==> config.mk <==
export PLATFORM = sky130hd
export DESIGN_NAME = fp_adder_arbiter
export DESIGN_NICKNAME = d
export VERILOG_FILES = /design/src/rtl/fp_adder_arbiter.sv
export SDC_FILE = /design/constraint.sdc
export NUM_CORES = 1
export LEC_CHECK = 0
export BUFFER_PORTS_ARGS = -buffer_cell sky130_fd_sc_hd__buf_4
export CAP_MARGIN = 15
export CELL_PAD_IN_SITES_DETAIL_PLACEMENT = 1
export CELL_PAD_IN_SITES_GLOBAL_PLACEMENT = 1
export CORE_AREA = 5 5 151 153
export CTS_BUF_LIST = sky130_fd_sc_hd__clkbuf_8
export DETAILED_ROUTE_END_ITERATION = 8
export DIE_AREA = 0 0 156 158
export PLACE_DENSITY = 0.79
export SLEW_MARGIN = 40
export SYNTH_ARGS = -nofsm -noshare
export SYNTH_HDL_FRONTEND = slang
export SYNTH_SLANG_ARGS = --single-unit
export TNS_END_PERCENT = 5
==> constraint.sdc <==
create_clock -name clk -period 3.45 [get_ports clk]
set_clock_uncertainty 0.2 [all_clocks]
set_input_delay 0.1725 -clock clk [delete_from_list [all_inputs] [get_ports clk]]
set_output_delay 0.1725 -clock clk [all_outputs]
set_load 0.03 [all_outputs]
==> src/rtl/fp_adder_arbiter.sv <==
// Round-robin arbiter that shares one registered FP adder among NUM_REQ requesters.
// The operand pair of the granted requester is registered onto the adder inputs. A
// tag pipeline of depth ADDER_LATENCY+1 follows each operation through the adder, so
// that every returned sum carries the ID of the requester that owns it.
// Optional feature: define FP_ADDER_ARBITER_STATS_EN to add saturating per-requester
// grant counters (grant_cnt) with a synchronous clear (stats_clr).

module fp_adder_arbiter #(
    parameter int unsigned NUM_REQ       = 4,
    parameter int unsigned ID_W          = 2,
    parameter int unsigned ADDER_LATENCY = 1
) (
    input  logic                    clk,
    input  logic                    reset,
    input  logic                    hold,
    input  logic [NUM_REQ-1:0]      req_valid,
    output logic [NUM_REQ-1:0]      req_ready,
    input  logic [NUM_REQ*32-1:0]   req_op_a,
    input  logic [NUM_REQ*32-1:0]   req_op_b,
    output logic [31:0]             adder_in1,
    output logic [31:0]             adder_in2,
    input  logic [31:0]             adder_out,
    output logic                    rsp_valid,
    output logic [ID_W-1:0]         rsp_id,
    output logic [31:0]             rsp_data,
`ifdef FP_ADDER_ARBITER_STATS_EN
    input  logic                    stats_clr,
    output logic [NUM_REQ*16-1:0]   grant_cnt,
`endif
    output logic                    busy
);

    localparam logic [ID_W:0]   NumReqW = (ID_W+1)'(NUM_REQ);
    localparam logic [ID_W-1:0] LastIdx = ID_W'(NUM_REQ - 1);

    logic [ID_W-1:0]                  ptr_q;
    logic [2*NUM_REQ-1:0]             rot_valid;
    logic [ID_W-1:0]                  offset;
    logic [ID_W:0]                    win_sum;
    logic [ID_W-1:0]                  win;
    logic                             found;
    logic                             xfer;
    logic [31:0]                      sel_a;
    logic [31:0]                      sel_b;
    logic [ID_W-1:0]                  id_in;
    logic [ADDER_LATENCY:0]           tag_vld_q;
    logic [ADDER_LATENCY:0][ID_W-1:0] tag_id_q;

    // Rotate req_valid so that ptr sits at bit 0, take the lowest set bit, and map it back
    always_comb begin
        rot_valid = {req_valid, req_valid} >> ptr_q;
        offset    = '0;
        found     = |req_valid;
        for (int i = NUM_REQ - 1; i >= 0; i--) begin
            if (rot_valid[i]) begin
                offset = ID_W'(i);
            end
        end
        win_sum = {1'b0, ptr_q} + {1'b0, offset};
        if (win_sum >= NumReqW) begin
            win_sum = win_sum - NumReqW;
        end
        win = win_sum[ID_W-1:0];
    end

    // Grant decode and operand mux for the winning requester
    always_comb begin
        xfer      = found && !hold && !reset;
        req_ready = '0;
        sel_a     = '0;
        sel_b     = '0;
        for (int i = 0; i < NUM_REQ; i++) begin
            if (win == ID_W'(i)) begin
                req_ready[i] = xfer;
                sel_a        = req_op_a[i*32 +: 32];
                sel_b        = req_op_b[i*32 +: 32];
            end
        end
        // IDs of empty tag slots are zeroed so rsp_id stays quiet between responses
        id_in = xfer ? win : '0;
    end

    // Operand registers, round-robin pointer and the non-stalling tag pipeline
    always_ff @(posedge clk) begin
        if (reset) begin
            adder_in1 <= '0;
            adder_in2 <= '0;
            ptr_q     <= '0;
            tag_vld_q <= '0;
            tag_id_q  <= '0;
        end else begin
            if (xfer) begin
                adder_in1 <= sel_a;
                adder_in2 <= sel_b;
                ptr_q     <= (win == LastIdx) ? '0 : win + ID_W'(1);
            end
            tag_vld_q <= {tag_vld_q[ADDER_LATENCY-1:0], xfer};
            tag_id_q  <= {tag_id_q[ADDER_LATENCY-1:0], id_in};
        end
    end

    assign rsp_valid = tag_vld_q[ADDER_LATENCY];
    assign rsp_id    = tag_id_q[ADDER_LATENCY];
    assign rsp_data  = adder_out;
    assign busy      = |tag_vld_q;

`ifdef FP_ADDER_ARBITER_STATS_EN
    logic [NUM_REQ-1:0] xfer_vec;
    assign xfer_vec = req_valid & req_ready;

    for (genvar g = 0; g < NUM_REQ; g++) begin : g_cnt
        logic [15:0] cnt_q;

        // Saturating grant counter; clear has priority over a same-cycle grant
        always_ff @(posedge clk) begin
            if (reset || stats_clr) begin
                cnt_q <= '0;
            end else if (xfer_vec[g] && (cnt_q != 16'hFFFF)) begin
                cnt_q <= cnt_q + 16'd1;
            end
        end

        assign grant_cnt[g*16 +: 16] = cnt_q;
    end
`endif

endmodule

# [Word level (Yosys, flattened, before mapping)]
# Cells that the tools add are included.
[totals] ff_bits=72 inputBits=295 out_inout_bits=104 wordCells=41
[op_classes] n_addsub=3 n_lt_le_gt_ge=1 eq_ne=3 shift=1 n_mux=18 bitwise_logic=1 reduce_logical=8
[ops] operator="$mux W32" n=8
[ops] operator="$mux W2" n=6
[ops] operator="$shr A8 B2 Y4" n=1
[ops] operator="$eq A2 B2 Y1 const B" n=2
[ops] operator="$mux W1" n=4
[ops] operator="$reduce_or A2 Y1" n=2
[ops] operator="$reduce_or A4 Y1" n=1
[ops] operator="$add A2 B2 Y3" n=1
[ops] operator="$ge A3 B3 Y1 const B" n=1
[ops] operator="$add A2 B1 Y2 const B" n=1
[ops] operator="$eq A2 B1 Y1 const B" n=1
[ops] operator="$logic_and A1 B1 Y1" n=2
[ops] operator="$logic_not A1 Y1" n=2
[ops] operator="$logic_not A2 Y1" n=1
[ops] operator="$sub A2 B1 Y2 const B" n=1
[ops] operator="$not A1 Y1" n=1

# [Depth between registers and ports, before layout]
[depth] word_depth=13 mapped_depth=15 ltp_nobuf=12

# [Least setup slack after synthesis]
# No wires, ideal clock.
[synth_path] kind="register to register" from="register ptr_q[0]" to="register adder_in2[19]" setup_time_ns=0.117 arrival_time_ns=2.680 required_ns=3.133 path_slack_ns=0.453 path_stages_with_launch=14 n_path_buf=4 synth_period_minus_slack_ns=2.997 cell_sequence="dfxtp_1 clkbuf_1 and3_1 o21ai_0 o211ai_1 ha_1 xor2_1 xnor2_1 ha_1 buf_2 buf_2 clkbuf_1 o21ai_0 a32o_1"
[synth_via] elab_chain_len=13 word_cells_on_any_way=17 cone_classes="add/sub: 2; order compare: 1; eq/ne: 3; shift: 1; mux: 9; reduce/logical: 1"
[synth_lines] element="from (decl)" line_no="36" source="logic [ID_W-1:0] ptr_q;"
[synth_lines] element="from (signal assigned)" line_no="95" source="ptr_q <= (win == LastIdx) ? '0 : win + ID_W'(1);"
[synth_lines] element="$shr A8 B2 Y4" line_no="51" source="rot_valid = {req_valid, req_valid} >> ptr_q;"
[synth_lines] element="$mux W2 (4 in a row)" line_no="55" source="if (rot_valid[i]) begin"
[synth_lines] element="$add A2 B2 Y3 *" line_no="59" source="win_sum = {1'b0, ptr_q} + {1'b0, offset};"
[synth_lines] element="$ge A3 B3 Y1 / $sub A2 B1 Y2 (equally long branches)" line_no="60, 61"
[synth_lines] element="$mux W2 *" line_no="60" source="if (win_sum >= NumReqW) begin"
[synth_lines] element="via win_sum[1]" line_no="39" source="logic [ID_W:0] win_sum;"
[synth_lines] element="$logic_not A2 Y1" line_no="73" source="if (win == ID_W'(i)) begin"
[synth_lines] element="$mux W32 (3 in a row)" line_no="73"
[synth_lines] element="$mux W32 *" line_no="73"
[synth_lines] element="to (signal assigned)" line_no="94" source="adder_in2 <= sel_b;"
[synth_lines] element="to (decl)" line_no="21" source="output logic [31:0] adder_in2,"
# Mark *: on every way through the listed nets, which the timed path passes. The rest lies on a longest branch.
# A chain may end at the register's enable or synchronous reset.

# [Worst setup path after layout]
[layout_path] from="register ptr_q[0]" to="output req_ready[1]"
[layout_via] elab_chain_len=10 word_cells_on_any_way=11 cone_classes="add/sub: 2; order compare: 1; eq/ne: 1; shift: 1; mux: 6"
[layout_lines] element="$shr A8 B2 Y4" line_no="51"
[layout_lines] element="$mux W2 (4 in a row)" line_no="55"
[layout_lines] element="$add A2 B2 Y3 *" line_no="59"
[layout_lines] element="$ge A3 B3 Y1 / $sub A2 B1 Y2 (equally long branches)" line_no="60, 61"
[layout_lines] element="$mux W2 *" line_no="60"
[layout_lines] element="$eq A2 B1 Y1 *" line_no="73"
[layout_lines] element="$mux W1 *" line_no="73"
[layout_lines] element="to (decl)" line_no="17" source="output logic [NUM_REQ-1:0] req_ready,"
# Every way passes the cells marked *; elsewhere a longest branch is shown, timed or not.

==> summary.txt <==
Drt
  • Vias post-DR: 6147
  • DRT antenna net count: 0
  • Via density: around 5
  • Residual DRC: 0
  • Wirelength per Cell: 20.55 um
  • Drt initial violations: 340
  • Total Routed Length: 25170 um
  • Drt pass-1 iters: 5

Floorplan
  • I/O pins: roughly 400
  • Core area: around 21000 um2
  • Starting density of the core: 0.2115
  • Die height: 158 um
  • DIE AREA: 24650 um2
  • FP Rows: 54
  • Die W: 156 um

Logic synthesis
  • Synth Register Bits: 72
  • Syn Std Cell Area: approximately 4500 um2
  • Post-synth top area share: 0.3181
  • Synth area leader: dfxtp_1
  • Largest cells by area after synthesis: dfxtp_1, a32o_1, a22oi_1
  • Post-synthesis xor/xnor area fraction: 0.007733
  • Syn nets: about 840
  • Post-synthesis cell count: 541
  • Largest family of logic cells by synthesized area: compound AO/OA/AOI/OAI gates
  • Syn Area/Cell: ~8.4 um2
  • Simple-gate share of the synthesized area: 0.1268
  • Post-synthesis mux area share: 0.006628
  • Yosys warns: 0
  • Sequential area share after synthesis: 0.3181
  • Synth cell types: 31
  • Adder-Cell Fraction of Synth Area: 0.01381
  • Post-synthesis compound-gate area fraction: 0.4054

STA
  • Fin. Hold Viols: 0
  • RSZ-0062 raised after global routing: no
  • Period utilization: 0.9337
  • Slew Limit Headroom: 0.5041
  • Slew @ Worst Pin: between 0.7 and 0.8 ns
  • Fmax: 310.4 MHz
  • Setup WS post-layout: around 0.23 ns
  • Final Setup Violations: 0
  • Hold Slack: 0.03630 ns
  • Setup TNS: 0 ns
  • Max Slew Vio Count: 0
  • Crit path time final: between 3 and 4 ns

Clock network
  • Root buffer cell: clkbuf_8
  • Clk slew on worst S/H paths: 0.09 ns
  • CTS tree: done
  • CTS Buf Count: 9
  • Sink Count: 72
  • Htree depth: 3
  • Maximum clock path buffer count: 2
  • Clk_lat worst skew: between 0.3 and 0.4 ns
  • Setup Fix Bufs, Post-CTS: 0

Setup path
  • CP Launch Type: register
  • Crit end category: primary output
  • Crit path kind: reg -> out
  • R2R setup slack: approximately 0.4 ns
  • Worst Path Required: 3.08 ns
  • Crit Path Max Fanout: 52
  • Slowest CP cell: dfxtp_2
  • Worst Path Arrival: 2.85 ns
  • Slowest Stage Delay on Critical Path: 0.45 ns
  • Crit path top cell by count: xnor2_1
  • Worst-path cell chain: nor3_1 > o21ai_0 > o211ai_1 > ha_1 > xnor2_1 > xnor2_1 > ha_2 > buf_12 > and2_1 > buf_4

GRT
  • Grt total ovfl: 0
  • Vias in the first global route: 6703
  • Most Crowded Layer GR: met2
  • Largest net degree at the start of global routing: slightly below 70
  • Met2 Usage GRT: 0.3482
  • Met1 GRT Util: 0.2013
  • Met3 Use GR: 0.05549
  • First-pass GRT wire length: about 37000 um
  • Antenna violations before repair: 2
  • GRT Total Usage: 0.1913

Min path
  • Min-Delay Path Class: in -> reg

Placement
  • Pre-CTS setup slack: roughly 0.24 ns
  • Final Wtd Congestion: 0.8348
  • Detailed Place HPWL: 16680 um
  • Buffers on Ports: between 300 and 400

Power
  • LEAKAGE: 3.638 nW
  • Pwr dens: 861.5 nW/um2
  • Max VDD drop: 456.0 uV

Job
  • Max Cap Viol: 0

Final layout
  • Share of cells above drive strength 1: 0.4006
  • Area delta synth->final: 90.44%
  • Most frequent cells in the layout: buf_4, dlygate4sd3_1, dfxtp_1
  • Commonest non-fill, non-tap cell in the layout: buf_4
  • Post-layout net count: 1236

Status
  • Run status: finished, final reports clean
[worst paths after layout]
path                   endpoint    startpoint  cells past startpoint
setup / recovery   req_ready[1]      ptr_q[0]                     10
hold / removal    adder_in2[10]  req_op_b[74]                      4
setup reg to reg   adder_in2[7]      ptr_q[0]                     12
hold reg to reg       rsp_id[0]   tag_id_q[0]                      1
[cell usage after synthesis (all sizes together)]
library cell / n
and3b: 1
o21ai: 65
and2: 5
xor2: 1
buf: 55
nor4: 1
xnor2: 3
a211oi: 1
a22oi: 63
or2: 1
dfxtp: 72
and3: 1
mux2i: 3
a32oi: 1
nor3: 2
ha: 5
o32ai: 2
nor2: 13
inv: 2
nand2: 3
clkbuf: 38
nand2b: 66
o211ai: 1
a32o: 64
a21oi: 68
nor2b: 4
[power breakdown]
| part | internal (mW) | switching, mW |
|---|---|---|
| Clock | 0.372 | 0.368 |
| Combinational | 2.11 | 3.09 |
| Sequential | 1.23 | 0.259 |
[kinds of logic after synthesis]
logic type | after synthesis
flops | 72
fa+ha+maj | 5
simple gates | 97
mux | 3
compound gates | 265
xor+xnor | 4
buf+inv | 95
[cell type report]
class                           count  area [um2]
Fill cell                        2495       12790
Timing Repair Buffer              477        4024
Multi-Input combinational cell    374        2586
Sequential cell                    72        1443
Tap cell                          280       350.3
Clock buffer                       11       151.4
Clock inverter                      5       56.30
Antenna cell                        4       10.01
Inverter                            2       7.507
[sequential cells by signal, indices dropped and copies added (netlist names)]
name,cells
adder_in1,32
adder_in2,32
ptr_q,2
rsp_id,2
tag_id_q,2
tag_vld_q,2
[critical path, delay by kind of cell (launching register included)]
kind,cells,cell delay (ns)
buffers and inverters,2,0.44
and+or+nand+nor,2,0.28
AOI/OAI and AO/OA,2,0.33
adders and majority gates,2,0.54
xor gates and xnor gates,2,0.44
DFF,1,0.45
[stage by stage]
stage          area (um2)    util  std cells  total power, mW
4_1_cts              8617  0.4023       1221            7.401
2_1_floorplan        4531       -        541            4.602
3_5_place_dp         7131  0.3329       1078            6.501
5_1_grt              8623  0.4026       1223            8.001
3_3_place_gp         7131  0.3329       1078            6.384
6_report             8628  0.4029       1225            7.433
[per-layer routing]
| metal | share of wire | vias to the layer above | wire, um |
|---|---|---|---|
| met5 | 0 | - | 0 |
| met1 | 0.36 | 2930 | 9172 |
| li1 | - | 2815 | - |
| met4 | 0.040 | 0 | 997 |
| met3 | 0.081 | 71 | 2046 |
| met2 | 0.51 | 331 | 12950 |
[repair_timing]
item | in CTS | in global routing
hold endpoints to repair | 70 | 0
setup endpoints to repair | 1 | 5
resized for setup | 1 | 1
gates cloned | 0 | 0
hold buffers | 127 | 0
Power figures use the tool's default switching activity.
